<file path="src/rtl/gpio_debounce_pkg.sv">
// Shared board-I/O header.
// Holds the default debounce timing constants and a clog2 helper that never
// returns less than 1, so counters sized from it always have at least one bit.
package gpio_debounce_pkg;

    localparam int unsigned DEFAULT_TICK_DIV     = 1000;
    localparam int unsigned DEFAULT_STABLE_TICKS = 16;

    // Ceiling log2 with a floor of 1 bit, usable in constant expressions.
    function automatic int unsigned clog2(input int unsigned n);
        int unsigned r;
        r = 0;
        for (int i = 0; i < 32; i++) begin
            if ((64'(1) << i) < 64'(n)) begin
                r = i + 1;
            end
        end
        return (r == 0) ? 1 : r;
    endfunction

endpackage

</file>
<file path="src/rtl/gpio_debounce_ch.sv">
// Single-channel synchroniser and debouncer.
// Ports:
//   clk, rst_n  - clock, asynchronous active-low reset
//   i_din       - raw asynchronous pin level
//   i_tick      - one-clk debounce sample strobe from the shared prescaler
//   o_level     - debounced level
//   o_rise      - one-clk pulse, registered, coincident with level going 0->1
//   o_fall      - one-clk pulse, registered, coincident with level going 1->0
module gpio_debounce_ch
    import gpio_debounce_pkg::*;
#(
    parameter int unsigned STABLE_TICKS = DEFAULT_STABLE_TICKS
) (
    input  logic clk,
    input  logic rst_n,
    input  logic i_din,
    input  logic i_tick,
    output logic o_level,
    output logic o_rise,
    output logic o_fall
);

    localparam int unsigned      CNT_W    = clog2(STABLE_TICKS);
    localparam logic [CNT_W-1:0] CNT_LAST = CNT_W'(STABLE_TICKS - 1);

    logic             r_s1;
    logic             r_s2;
    logic [CNT_W-1:0] r_cnt;
    logic             r_level;
    logic             r_rise;
    logic             r_fall;

    logic [CNT_W-1:0] w_cnt_d;
    logic             w_level_d;
    logic             w_rise_d;
    logic             w_fall_d;

    always_comb begin
        w_cnt_d   = r_cnt;
        w_level_d = r_level;
        w_rise_d  = 1'b0;
        w_fall_d  = 1'b0;
        if (i_tick) begin
            if (r_s2 == r_level) begin
                // Any agreeing sample restarts the stability run.
                w_cnt_d = '0;
            end else if (r_cnt == CNT_LAST) begin
                w_level_d = r_s2;
                w_cnt_d   = '0;
                w_rise_d  = r_s2;
                w_fall_d  = ~r_s2;
            end else begin
                w_cnt_d = r_cnt + 1'b1;
            end
        end
    end

    always_ff @(posedge clk or negedge rst_n) begin
        if (!rst_n) begin
            r_s1    <= 1'b0;
            r_s2    <= 1'b0;
            r_cnt   <= '0;
            r_level <= 1'b0;
            r_rise  <= 1'b0;
            r_fall  <= 1'b0;
        end else begin
            r_s1    <= i_din;
            r_s2    <= r_s1;
            r_cnt   <= w_cnt_d;
            r_level <= w_level_d;
            r_rise  <= w_rise_d;
            r_fall  <= w_fall_d;
        end
    end

    assign o_level = r_level;
    assign o_rise  = r_rise;
    assign o_fall  = r_fall;

endmodule

</file>
<file path="src/rtl/gpio_debounce.sv">
// Multi-channel GPIO input debouncer with sticky edge-event register.
// Ports:
//   clk, rst_n   - clock, asynchronous active-low reset
//   i_din        - WIDTH raw asynchronous pin levels
//   o_level      - debounced levels
//   o_rise       - one-clk rising-edge pulses
//   o_fall       - one-clk falling-edge pulses
//   o_evt        - sticky OR of rise|fall since the last acknowledge
//   o_evt_valid  - high whenever o_evt is non-zero
//   i_evt_ack    - clears o_evt; edges arriving in the same clk stay set
module gpio_debounce
    import gpio_debounce_pkg::*;
#(
    parameter int unsigned WIDTH        = 8,
    parameter int unsigned TICK_DIV     = DEFAULT_TICK_DIV,
    parameter int unsigned STABLE_TICKS = DEFAULT_STABLE_TICKS
) (
    input  logic             clk,
    input  logic             rst_n,
    input  logic [WIDTH-1:0] i_din,
    output logic [WIDTH-1:0] o_level,
    output logic [WIDTH-1:0] o_rise,
    output logic [WIDTH-1:0] o_fall,
    output logic [WIDTH-1:0] o_evt,
    output logic             o_evt_valid,
    input  logic             i_evt_ack
);

    localparam int unsigned       PRESC_W    = clog2(TICK_DIV);
    localparam logic [PRESC_W-1:0] PRESC_LAST = PRESC_W'(TICK_DIV - 1);

    logic [PRESC_W-1:0] r_presc;
    logic [PRESC_W-1:0] w_presc_d;
    logic               w_tick;

    logic [WIDTH-1:0]   r_evt;
    logic [WIDTH-1:0]   w_evt_d;
    logic [WIDTH-1:0]   w_level;
    logic [WIDTH-1:0]   w_rise;
    logic [WIDTH-1:0]   w_fall;

    assign w_tick = (r_presc == PRESC_LAST);

    always_comb begin
        w_presc_d = r_presc + 1'b1;
        if (w_tick) begin
            w_presc_d = '0;
        end
    end

    for (genvar g = 0; g < WIDTH; g++) begin : g_ch
        gpio_debounce_ch #(
            .STABLE_TICKS(STABLE_TICKS)
        ) u_ch (
            .clk     (clk),
            .rst_n   (rst_n),
            .i_din   (i_din[g]),
            .i_tick  (w_tick),
            .o_level (w_level[g]),
            .o_rise  (w_rise[g]),
            .o_fall  (w_fall[g])
        );
    end

    // New edges are OR'd in after the ack mask so a simultaneous edge is kept.
    always_comb begin
        w_evt_d = (r_evt & ~{WIDTH{i_evt_ack}}) | w_rise | w_fall;
    end

    always_ff @(posedge clk or negedge rst_n) begin
        if (!rst_n) begin
            r_presc <= '0;
            r_evt   <= '0;
        end else begin
            r_presc <= w_presc_d;
            r_evt   <= w_evt_d;
        end
    end

    assign o_level     = w_level;
    assign o_rise      = w_rise;
    assign o_fall      = w_fall;
    assign o_evt       = r_evt;
    assign o_evt_valid = |r_evt;

endmodule

</file>
<file path="config.mk">
export PLATFORM = sky130hd
export DESIGN_NAME = gpio_debounce
export DESIGN_NICKNAME = d
export VERILOG_FILES = /design/src/rtl/gpio_debounce_pkg.sv /design/src/rtl/gpio_debounce_ch.sv /design/src/rtl/gpio_debounce.sv
export SDC_FILE = /design/constraint.sdc
export NUM_CORES = 1
export LEC_CHECK = 0
export CORE_MARGIN = 10
export CORE_UTILIZATION = 50
export CTS_CLUSTER_DIAMETER = 150
export DETAILED_ROUTE_END_ITERATION = 6
export PLACE_DENSITY = 0.73
export SLEW_MARGIN = 10
export SYNTH_ARGS = -nofsm -noshare
export SYNTH_HDL_FRONTEND = slang
export SYNTH_SLANG_ARGS = --single-unit
</file>
<file path="constraint.sdc">
create_clock -name clk -period 4.14 [get_ports clk]
set_clock_uncertainty 0.05 [all_clocks]
set_input_delay 0.828 -clock clk [delete_from_list [all_inputs] [get_ports clk]]
set_output_delay 0.828 -clock clk [all_outputs]
set_load 0.03 [all_outputs]
</file>
## Yosys cells after proc, flatten, opt, wreduce, memory -nomap -nowiden

Cells that the tools add are included.

- Add/subtract/negate cells: 9
- Equal/unequal tests: 17
- Multiplexer cells: 65
- Bitwise gates (word level): 20
- Reduce and logical (&&, ||, !) cells: 9

Operators with widths:

| cell | count |
|---|---|
| $mux W4 | 16 |
| $mux W1 | 48 |
| $add A4 B1 Y4 const B | 8 |
| $eq A4 B4 Y1 const B | 8 |
| $reduce_and A3 Y1 | 8 |
| $not A1 Y1 | 16 |
| $or A8 B8 Y8 | 2 |
| $add A10 B1 Y10 const B | 1 |
| $eq A10 B10 Y1 const B | 1 |
| $mux W10 | 1 |
| $and A8 B8 Y8 | 1 |
| $eq A1 B1 Y1 | 8 |
| $not A8 Y8 | 1 |
| $reduce_or A8 Y1 | 1 |

- Flip-flop bits (word level): 90
- Bits of input ports: 11
- Word-level logic and storage cells: 170

## Depth between registers and ports, before layout

Gate-level depths: netlist of run 1.

- Depth in word-level cells: 4
- Gate-level depth with buffers: 7
- Gate-level depth less buffers: 5

## By module

From an unflattened synthesis of run 1, not the netlist that was laid out.

- Cells, all modules: 350
- Area, all modules: 4,012.6 um^2

By module, submodules not included:

| module | times used | cells each | area an instance (um^2) |
|---|---|---|---|
| gpio_debounce_ch | 8 | 34 | 401.6 |
| gpio_debounce | 1 | 78 | 799.5 |

## Worst setup path after synthesis of run 1

Ideal clock, no wire load.

- Path kind: flip-flop to output port
- Start point: reg r_evt[6], in the netlist o_evt[6]
- End point: out o_evt_valid
- Data arrival time: 1,003 ps
- Required time: 3,262 ps
- Setup slack: 2,259 ps
- Stages on the path, launching flop included: 3
- Path through: dfrtp_1 nor4_1 nand2_1

- Cells in the longest elaborated chain, start to end: 1

Ends and longest elaborated chain:

| element | line | source |
|---|---|---|
| from (decl) | gpio_debounce.sv:36 | `logic [WIDTH-1:0] r_evt;` |
| from (signal assigned) | gpio_debounce.sv:76 | `r_evt <= w_evt_d;` |
| $reduce_or A8 Y1 | gpio_debounce.sv:84 | `assign o_evt_valid = \|r_evt;` |
| to (decl) | gpio_debounce.sv:25 | `output logic o_evt_valid,` |

No other way between the ends.

## Worst setup path after layout of run 1

- Start point: reg r_presc[0]
- End point: reg g_ch[4].u_ch.r_level

- Cells in the longest elaborated chain, start to end: 2

Ends and longest elaborated chain:

| element | line | source |
|---|---|---|
| from (decl) | gpio_debounce.sv:32 | `logic [PRESC_W-1:0] r_presc;` |
| from (signal assigned) | gpio_debounce.sv:75 | `r_presc <= w_presc_d;` |
| $eq A10 B10 Y1 | gpio_debounce.sv:42 | `assign w_tick = (r_presc == PRESC_LAST);` |
| $reduce_and A3 Y1 (no source line) | - |  |
| to (signal assigned) | gpio_debounce_ch.sv:70 | `r_level <= w_level_d;` |
| to (decl) | gpio_debounce_ch.sv:29 | `logic r_level;` |

No other way between the ends.
A chain may end at the register's enable or synchronous reset.

==> flow_metrics.tcl, run 1 <==
set metrics [dict create \
    drtIter0Drc 110 \
    syn-num-nets 366 \
    final_core_util_pct 58.7 \
    layout_setup_ws_ns 1.55 \
    cp-start-kind "flop" \
    cts_sinks 90 \
    dr.pass1.iters 4 \
    ctsLongestPathBuffers 2 \
    drive_above_1_share_pct 7.20 \
    setup_violations 0 \
    grt_usage_pct 11.8 \
    ys_warn_count 0 \
    fp.dieW_um 109 \
    max_cap_violations 0 \
    ys_top_cells_by_area "dfrtp_1, buf_4, a22o_1" \
    routedWlPerCell_um 14.1 \
    synth-seq-area-share_pct 57.2 \
    initial_utilization_pct 51.2 \
    netlist.area_leader.share_pct 57.2 \
    ctsResizeCount 0 \
    path_clk_slew_ns 0.08 \
    setup_tns_ns 0 \
    hold_violations 0 \
    cts_inserted_buffers 9 \
    synth_top_area_cell "dfrtp_1" \
    power.density_nw_per_um2 348 \
    muxShareOfSynthArea_pct 2.29 \
    wl_mm 6.74 \
    ys_ff_latch 90 \
    critical_path_class "reg -> reg" \
    ir_drop_uv 166 \
    post-place-ws_ns 1.55 \
    grt_pass1_vias 2479 \
    num_rows 32 \
    drc_errors 0 \
    multiInputGateArea_um2 1440 \
    fmax_mhz 386 \
    overflow 0 \
    final_nets 391 \
    antenna_found_initial 0 \
    n_antenna_cell 0 \
    cts_setup_buffers 0 \
    worstSkewPairLatency_ns 0.36 \
    dp_hpwl_mm 4.65 \
    synth_top_family_by_area "simple AND/OR/NAND/NOR gates" \
    slew_headroom_pct 31.5 \
    slew_viol_final 0 \
    holdPathStages 0 \
    reg2reg_slack_ns 1.55 \
    synth_area_um2 3940 \
    min_period_ns 2.59 \
    htree_levels 3 \
    cts_tree "built" \
    worstPathRequired_ns 4.34 \
    synthAdderAreaFrac_pct 2.86 \
    synth-compound-area-share_pct 11.2 \
    fillerInstances 665 \
    r2r-end "g_ch[4].u_ch.o_level" \
    io-pin-count 44 \
    grt_max_degree 72 \
    reg2reg_depth 5 \
    outcome "finished, final reports clean" \
    die-area_um2 11800 \
    area_growth_pct 14.6 \
    synthXorXnorAreaFrac_pct 3.12 \
    min_path_type "reg -> reg" \
    final.period_utilization_pct 62.6 \
    crit_start "r_presc[0]" \
    viasPerCell 5.45 \
    seqCellArea_um2 2250 \
    power_leakage_nw 2.10 \
    grt_pass1_wl_mm 11.3 \
    io_buffers 43 \
    critPathCaptureType "flop" \
    arrival_ns 2.79 \
    synth-simple-area-share_pct 17.0 \
    rr_startpoint "r_presc[0]" \
    avgSynthCellArea_um2 11.4 \
    cts_hold_buf 0 \
    die_y_um 109 \
    path_max_fanout 28 \
    synth_cells 346 \
    crit_end "g_ch[4].u_ch.o_level" \
    synth_cell_types 36 \
    clockRootBuffer "clkbuf_8" \
    vias 2599 \
    final_antenna_net_count 0 \
    core_um2 7690 \
    globalplace.congestion 0.803 \
    worst_slew_pin_slew_ns 1.03 \
    rsz0062_at_grt "false" \
]
-- layout make-up --
class                           count  area share, %
Sequential cell                    90           49.9
Multi-Input combinational cell    216           31.8
Timing Repair Buffer               45           9.82
Clock buffer                       11           3.14
Tap cell                          102           2.83
Clock inverter                      4           1.69
Inverter                            9          0.749
-- how the worst min path moves through the flow --
stage / start / endpoint
floorplan: g_ch[0].u_ch.r_s1 / g_ch[0].u_ch.r_s2
global placement: g_ch[6].u_ch.r_s1 / g_ch[6].u_ch.r_s2
detailed placement: g_ch[6].u_ch.r_s1 / g_ch[6].u_ch.r_s2
CTS: g_ch[6].u_ch.r_s1 / g_ch[6].u_ch.r_s2
global route: g_ch[0].u_ch.r_s1 / g_ch[0].u_ch.r_s2
finish: g_ch[1].u_ch.r_s1 / g_ch[1].u_ch.r_s2
-- metal layers --
layer | routed length (µm) | share of wire [%] | GRT usage [%]
met1 | 3060 | 45 | 14.7
met2 | 3180 | 47 | 18.5
met3 | 432 | 6.4 | 5.07
met4 | 70 | 1.0 | 3.30
met5 | 0 | 0 | 0
-- state kept, by name, indices dropped and copies added, names as in the netlist --
name and flops:
g_ch.u_ch.r_s2 8, o_evt 8, g_ch.u_ch.o_level 8, r_presc 10
g_ch.u_ch.r_s1 8, g_ch.u_ch.o_fall 8, g_ch.u_ch.o_rise 8, g_ch.u_ch.r_cnt 32
-- worst max-delay path: stages, from the launching register on --
cell and delay [ns]:
dfrtp_1 0.40, ha_1 0.23, and3_1 0.26, and4_1 0.91
nand4_1 0.30, mux2_2 0.34
-- Yosys cell counts --
master and number:
dfrtp_1 90, buf_4 26, nand2_1 26, o21ai_0 24, nor2_1 21, a22o_1 14, nor3b_1 14, nand3_1 11
ha_1 9, inv_1 9, mux2_2 8, nand4_1 8, nand4b_1 8, nor2b_1 8, xnor2_1 8, a21o_1 7
o31ai_1 7, a21oi_1 6, a31oi_1 6, nand3b_1 6, xor2_1 6, and3_1 5, clkbuf_1 4, nor4_1 3
a31o_2 1, and2_1 1, and4_1 1, and4bb_1 1, buf_2 1, nand2b_1 1, nand4_2 1, nor3_1 1
nor4bb_1 1, o211ai_1 1, o21bai_1 1, or4_1 1
-- kinds of logic after synthesis --
group	Yosys count
simple gates	118
flops	90
compound gates	67
buf+inv	40
xor+xnor	14
fa+ha+maj	9
mux	8
-- per-stage QoR --
step                power [mW]  instances  hold slack (ns)  cell area, µm²
floorplan                0.917        346            0.281            3940
global placement         0.947        462            0.283            4290
detailed placement       0.948        462            0.285            4290
CTS                       1.60        477            0.302            4510
global route              1.63        477            0.306            4510
finish                    1.57        477            0.303            4510
-- layout by cell type (no fill, tap or decap), types with 2 or more instances in the layout --
master,instances
nand3_1,11
xor2_1,6
clkbuf_8,10
buf_4,3
mux2_2,8
a22o_1,14
a21oi_1,6
nand4_1,8
nand4b_1,8
nand2_1,26
bufinv_16,2
xnor2_1,8
ha_1,9
inv_1,9
a21o_1,7
dfrtp_1,90
nor4_1,3
o31ai_1,7
and3_1,5
a31oi_1,6
o21ai_0,24
nor3b_1,14
clkdlybuf4s50_1,42
nor2b_1,8
nor2_1,21
nand3b_1,6
-- report_power, final --
part           internal [mW]  switching (mW)  leakage (nW)
Clock                  0.354           0.285         0.106
Sequential             0.886         0.00531          1.21
Combinational         0.0138          0.0238         0.784
Total                   1.25           0.314          2.10
Note: power is estimated with default switching activity, not from simulation.
==> inputs of run 2 (changes only) <==
--- a/config.mk
+++ b/config.mk
@@ -9,7 +9,7 @@
 export CORE_UTILIZATION = 50
 export CTS_CLUSTER_DIAMETER = 150
 export DETAILED_ROUTE_END_ITERATION = 6
-export PLACE_DENSITY = 0.73
+export PLACE_DENSITY = 0.76
 export SLEW_MARGIN = 10
 export SYNTH_ARGS = -nofsm -noshare
 export SYNTH_HDL_FRONTEND = slang
==> constraint.sdc (replaced) <==
create_clock -name clk -period 2.2 [get_ports clk]
set_clock_uncertainty 0.05 [all_clocks]
set_input_delay 0.44 -clock clk [delete_from_list [all_inputs] [get_ports clk]]
set_output_delay 0.44 -clock clk [all_outputs]
set_load 0.03 [all_outputs]
==> run 2 against run 1 <==
  * Flip-flop and latch count did not move
  * Worst setup slack got worse by 1.4 ns
  * Die area did not move
  * Wire length rose by 3.5%
  * Core utilization increased by 0.34 points
  * Combinational power rose by 110%
  * Sequential share of layout area fell by 0.29 points
  * Non-clock buffer count rose by 5
  * Via count increased by 1.5%
  * Critical path depth rose by 1
  * Global-route usage is 0.35 points higher
  * Register-to-register slack worse by 1.4 ns
==> flow_metrics.tcl, run 2 (same netlist as run 1, synthesis figures left out) <==
set metrics [dict create \
    path_max_fanout 19 \
    arrival_ns 2.22 \
    dp_hpwl_mm 4.84 \
    largest_reg_flops 32 \
    critPathCaptureType "flop" \
    cts_sinks 90 \
    top_register "g_ch.u_ch.r_cnt" \
    worst_slew_pin_slew_ns 0.412 \
    crit_path_top_delay_cell "dfrtp_1" \
    min_path_type "reg -> reg" \
    num_rows 32 \
    ctsLongestPathBuffers 2 \
    routedWlPerCell_um 14.5 \
    reg2reg_depth 6 \
    fp.dieW_um 109 \
    path_clk_slew_ns 0.08 \
    grt_max_degree 37 \
    antenna_found_initial 0 \
    io-pin-count 44 \
    crit_cells 6 \
    worstSkewPairLatency_ns 0.35 \
    fmax_mhz 491 \
    outcome "finished, final reports clean" \
    r2r-end "g_ch[2].u_ch.o_level" \
    area_growth_pct 15.2 \
    final.period_utilization_pct 92.5 \
    cpPeakStageDelay_ns 0.41 \
    cp-start-kind "flop" \
    crit_family "simple AND/OR/NAND/NOR gates" \
    dpl_cell_area_um2 4330 \
    drive_above_1_share_pct 7.92 \
    slew_viol_final 0 \
    overflow 0 \
    mostFrequentLayoutCells "dfrtp_1, clkdlybuf4s50_1, nand2_1" \
    initial_utilization_pct 51.2 \
    min_period_ns 2.04 \
    crit_buf_inv 1 \
    comb_power_share_pct 2.7 \
    vias 2638 \
    critical_path_class "reg -> reg" \
    seqCellArea_um2 2250 \
    crit_start "r_presc[0]" \
    cts_tree "built" \
    final_nets 396 \
    viasPerCell 5.48 \
    cts_inserted_buffers 9 \
    clockRootBuffer "clkbuf_8" \
    rsz0062_at_grt "false" \
    die_y_um 109 \
    p_sw_share_pct 20.5 \
    core_um2 7690 \
    path_cells "ha_1 > and3_1 > and4_1 > buf_4 > nand4_1 > mux2_2" \
    drtIter0Drc 134 \
    power.density_nw_per_um2 631 \
    dr.pass1.iters 4 \
    power_leakage_nw 2.12 \
    n_antenna_cell 0 \
    power_frac_seq_pct 58.6 \
    htree_levels 3 \
    die-area_um2 11800 \
    rr_startpoint "r_presc[0]" \
    grt_usage_pct 12.2 \
    grt_pass1_vias 2626 \
    clkPwrFrac_pct 38.6 \
    worstPathRequired_ns 2.39 \
    globalplace.congestion 0.776 \
    multiInputGateArea_um2 1440 \
    fillerInstances 651 \
    largestRegisters "g_ch.u_ch.r_cnt x32, r_presc x10" \
    final_antenna_net_count 0 \
    max_cap_violations 0 \
    drc_errors 0 \
    grt_pass1_wl_mm 11.7 \
    setup_tns_ns 0 \
    crit_end "g_ch[2].u_ch.o_level" \
    wl_mm 6.97 \
    mostFrequentLayoutCell "dfrtp_1" \
    power_switching_uw 587 \
    io_buffers 43 \
    setup_violations 0 \
    ir_drop_uv 300 \
    p_int_mw 2.27 \
    hold_violations 0 \
    reg2reg_slack_ns 0.16 \
    slew_headroom_pct 72.4 \
    final_area_um2 4540 \
]
[run 2: what timing repair did]
action                                  CTS  global route
endpoints found under the hold margin    25             0
hold buffers                              1             0
resized for setup                         1             0
endpoints found under the setup margin    1             0
setup buffers                             0             0
[run 2: how the worst min path moves through the flow]
| stage | startpoint | endpoint | slack, ns | cells after the start |
|---|---|---|---|---|
| 3_5_place_dp | g_ch[3].u_ch.r_s1 | g_ch[3].u_ch.r_s2 | 0.29 | 0 |
| 2_1_floorplan | rst_n | g_ch[0].u_ch.o_fall | 0.09 | 0 |
| 4_1_cts | g_ch[0].u_ch.r_s1 | g_ch[0].u_ch.r_s2 | 0.30 | 0 |
| 3_3_place_gp | g_ch[7].u_ch.r_s1 | g_ch[7].u_ch.r_s2 | 0.28 | 0 |
| 5_1_grt | g_ch[4].u_ch.r_s1 | g_ch[4].u_ch.r_s2 | 0.31 | 0 |
| 6_report | g_ch[0].u_ch.r_s1 | g_ch[0].u_ch.r_s2 | 0.30 | 0 |
[run 2: final cells by class]
type / count / share of cell area, %
clock buffer: 12 / 3.42
clock inverter: 2 / 0.828
inverter: 9 / 0.745
multi-input combinational: 216 / 31.6
sequential: 90 / 49.7
tap: 102 / 2.81
timing repair buffer: 50 / 10.9
[run 2: power by group through the flow]
| stage | combinational, mW | clock [mW] | sequential [mW] |
|---|---|---|---|
| 2_1_floorplan | 0.0177 | 0 | 1.71 |
| 3_3_place_gp | 0.0781 | 0 | 1.71 |
| 3_5_place_dp | 0.0792 | 0 | 1.71 |
| 4_1_cts | 0.0814 | 1.14 | 1.68 |
| 5_1_grt | 0.0897 | 1.20 | 1.68 |
| 6_report | 0.0779 | 1.11 | 1.68 |
[run 2: metal layers]
layer  vias to the layer above  track usage (%)  wire (µm)
met5                         -                0          0
met4                         0             3.95         80
met3                        10             4.25        450
met2                        61             21.6       3410
met1                      1291             13.3       3030
li1                       1276                -          -
[run 2: per-stage QoR]
step	std cells	power (mW)	setup WS (ns)	util [%]	hold WS, ns
2_1_floorplan	346	1.73	0.410	-	0.0944
3_3_place_gp	466	1.79	0.251	56.4	0.283
3_5_place_dp	466	1.79	0.178	56.4	0.286
4_1_cts	481	2.90	0.170	59.0	0.305
5_1_grt	481	2.97	0.00344	59.0	0.308
6_report	481	2.86	0.165	59.0	0.303
[run 2: worst reg2reg max path, delay by kind of cell, from the launching register on]
| kind | cells | cell delay, ns |
|---|---|---|
| AND/OR/NAND/NOR | 3 | 0.69 |
| flip-flops | 1 | 0.41 |
| multiplexers | 1 | 0.31 |
| buffers and inverters | 1 | 0.24 |
| adder cells (fa/ha/maj) | 1 | 0.23 |
==> inputs of run 3 (changes only) <==
--- a/config.mk
+++ b/config.mk
@@ -5,10 +5,12 @@
 export SDC_FILE = /design/constraint.sdc
 export NUM_CORES = 1
 export LEC_CHECK = 0
+export ABC_CLOCK_PERIOD_IN_PS = 2200
 export CORE_MARGIN = 10
 export CORE_UTILIZATION = 50
 export CTS_CLUSTER_DIAMETER = 150
 export DETAILED_ROUTE_END_ITERATION = 6
+export GPL_TIMING_DRIVEN = 0
 export PLACE_DENSITY = 0.76
 export SLEW_MARGIN = 10
 export SYNTH_ARGS = -nofsm -noshare
==> run 3 against run 2 <==
  * Sequential share of layout area is 1.7 points lower
  * Critical path type is now reg -> out
  * Core utilization is 2.1 points higher
  * Clock-buffer cell count stayed put
  * Non-clock buffer count is 25 higher
  * Fmax is 1.5% lower
  * Register-to-register slack worse by 0.02 ns
  * Flip-flop and latch count stayed put
  * Highest routed layer unchanged
  * Critical path depth is 4 lower
  * Die area stayed put
  * First-iteration DRC count is 0.75% lower
==> flow_metrics.tcl, run 3 (same netlist as run 1, synthesis figures left out) <==
set metrics [dict create \
    outcome "finished, final reports clean" \
    n_antenna_cell 0 \
    whs_ns 0.0359 \
    cts_setup_buffers 0 \
    rsz0062_at_grt "false" \
    setup_violations 0 \
    final_antenna_net_count 0 \
    final_nets 421 \
    worst_slew_pin_slew_ns 0.610 \
    critPathCaptureType "output port" \
    vias 2789 \
    fmax_mhz 484 \
    power_leakage_nw 2.25 \
    clockRootBuffer "clkbuf_8" \
    worstPathRequired_ns 1.71 \
    critical_path_class "reg -> out" \
    cts_inserted_buffers 9 \
    final_core_util_pct 61.1 \
    grt_pass1_wl_mm 12.9 \
    cts_sinks 90 \
    setup_tns_ns 0 \
    crit_family "buffers and inverters" \
    htree_levels 3 \
    dr.pass1.iters 4 \
    post-place-ws_ns 0.0958 \
    fp.dieW_um 109 \
    min_path_type "in -> async" \
    largest_reg_flops 32 \
    reg2reg_depth 7 \
    cp-start-kind "flop" \
    ir_drop_uv 267 \
    arrival_ns 1.58 \
    layout_setup_ws_ns 0.134 \
    grt_max_degree 50 \
    grt_usage_pct 13.7 \
    cts_tree "built" \
    largestRegisters "g_ch.u_ch.r_cnt x32, r_presc x10" \
    crit_buf_inv 2 \
    dp_hpwl_mm 5.46 \
    mostFrequentLayoutCells "dfrtp_1, clkdlybuf4s50_1, buf_4" \
    num_rows 32 \
    path_max_fanout 5 \
    antenna_found_initial 0 \
    viasPerCell 5.50 \
    slew_viol_final 0 \
    routedWlPerCell_um 15.3 \
    die_y_um 109 \
    cpPeakStageDelay_ns 0.67 \
    path_clk_slew_ns 0.08 \
    max_cap_violations 0 \
    ctsLongestPathBuffers 2 \
    numPlacedInstances 492 \
    globalplace.congestion 0.767 \
    top_register "g_ch.u_ch.r_cnt" \
    initial_utilization_pct 51.2 \
    drc_errors 0 \
    min_period_ns 2.07 \
    mostFrequentLayoutCell "dfrtp_1" \
    grt_pass1_vias 2703 \
    crit_cells 2 \
    core_um2 7690 \
    wl_mm 7.74 \
    power.density_nw_per_um2 606 \
    finalNonFillerCells 507 \
    slew_headroom_pct 59.3 \
    hold_violations 0 \
    final.period_utilization_pct 93.9 \
    crit_path_top_delay_cell "clkdlybuf4s50_1" \
    io_buffers 43 \
    drtIter0Drc 133 \
    worstSkewPairLatency_ns 0.36 \
    die-area_um2 11800 \
    drive_above_1_share_pct 13.6 \
    area_growth_pct 19.4 \
    io-pin-count 44 \
    overflow 0 \
    path_cells "buf_4 > clkdlybuf4s50_1" \
]
run 3: changes by cell type in the layout (fill, tap and decap cells not counted), sizes merged:
cell and change:
clkinv +2, buf +22, clkinvlp -1, clkbuf +4, dlygate4sd3 -1
run 3: layer usage:
metal  track usage (%)  share of wire, %  vias up
met3              2.71               5.0       13
met5                 0                 0        -
met2              22.9                49       65
met1              16.6                44     1384
met4              6.50               2.0        0
li1                  -                 -     1327
run 3: area by class of cell:
| class | instances | area [µm²] |
|---|---|---|
| timing repair buffer | 44 | 447 |
| sequential | 90 | 2250 |
| multi-input combinational | 216 | 1440 |
| clock buffer | 12 | 145 |
| tap | 102 | 128 |
| inverter | 9 | 33.8 |
| clock inverter | 3 | 40.0 |
| fill | 623 | 2990 |
| buffer | 31 | 218 |
run 3: path summary, 6_finish.rpt:
| kind | start | to | slack, ns |
|---|---|---|---|
| max | g_ch[4].u_ch.o_level | o_level[4] | 0.13 |
| min | rst_n | g_ch[6].u_ch.o_rise | 0.04 |
| max reg2reg | r_presc[0] | g_ch[5].u_ch.r_cnt[2] | 0.14 |
| min reg2reg | g_ch[0].u_ch.r_s1 | g_ch[0].u_ch.r_s2 | 0.30 |
| max in group asynchronous | rst_n | g_ch[1].u_ch.r_cnt[2] | 1.43 |
| min in group clk | g_ch[0].u_ch.r_s1 | g_ch[0].u_ch.r_s2 | 0.30 |
run 3: stage by stage:
stage                     area, µm²  power (mW)
after floorplan                3940        1.73
after global placement         4490        1.78
after detailed placement       4510        1.79
after CTS                      4700        2.86
after global routing           4700        2.94
final                          4700        2.85
run 3: report_power, final:
group	internal (mW)	switching, mW
clock	0.547	0.548
sequential	1.67	0.0101
combinational	0.0286	0.0468
total	2.24	0.605
run 3: timing repair:
item / CTS / global route
hold endpoints to repair: 0 / 0
cloned: 0 / 0
gates resized for setup: 1 / 5
pin swaps: 0 / 0
hold buffers: 0 / 0
endpoints found under the setup margin: 1 / 9
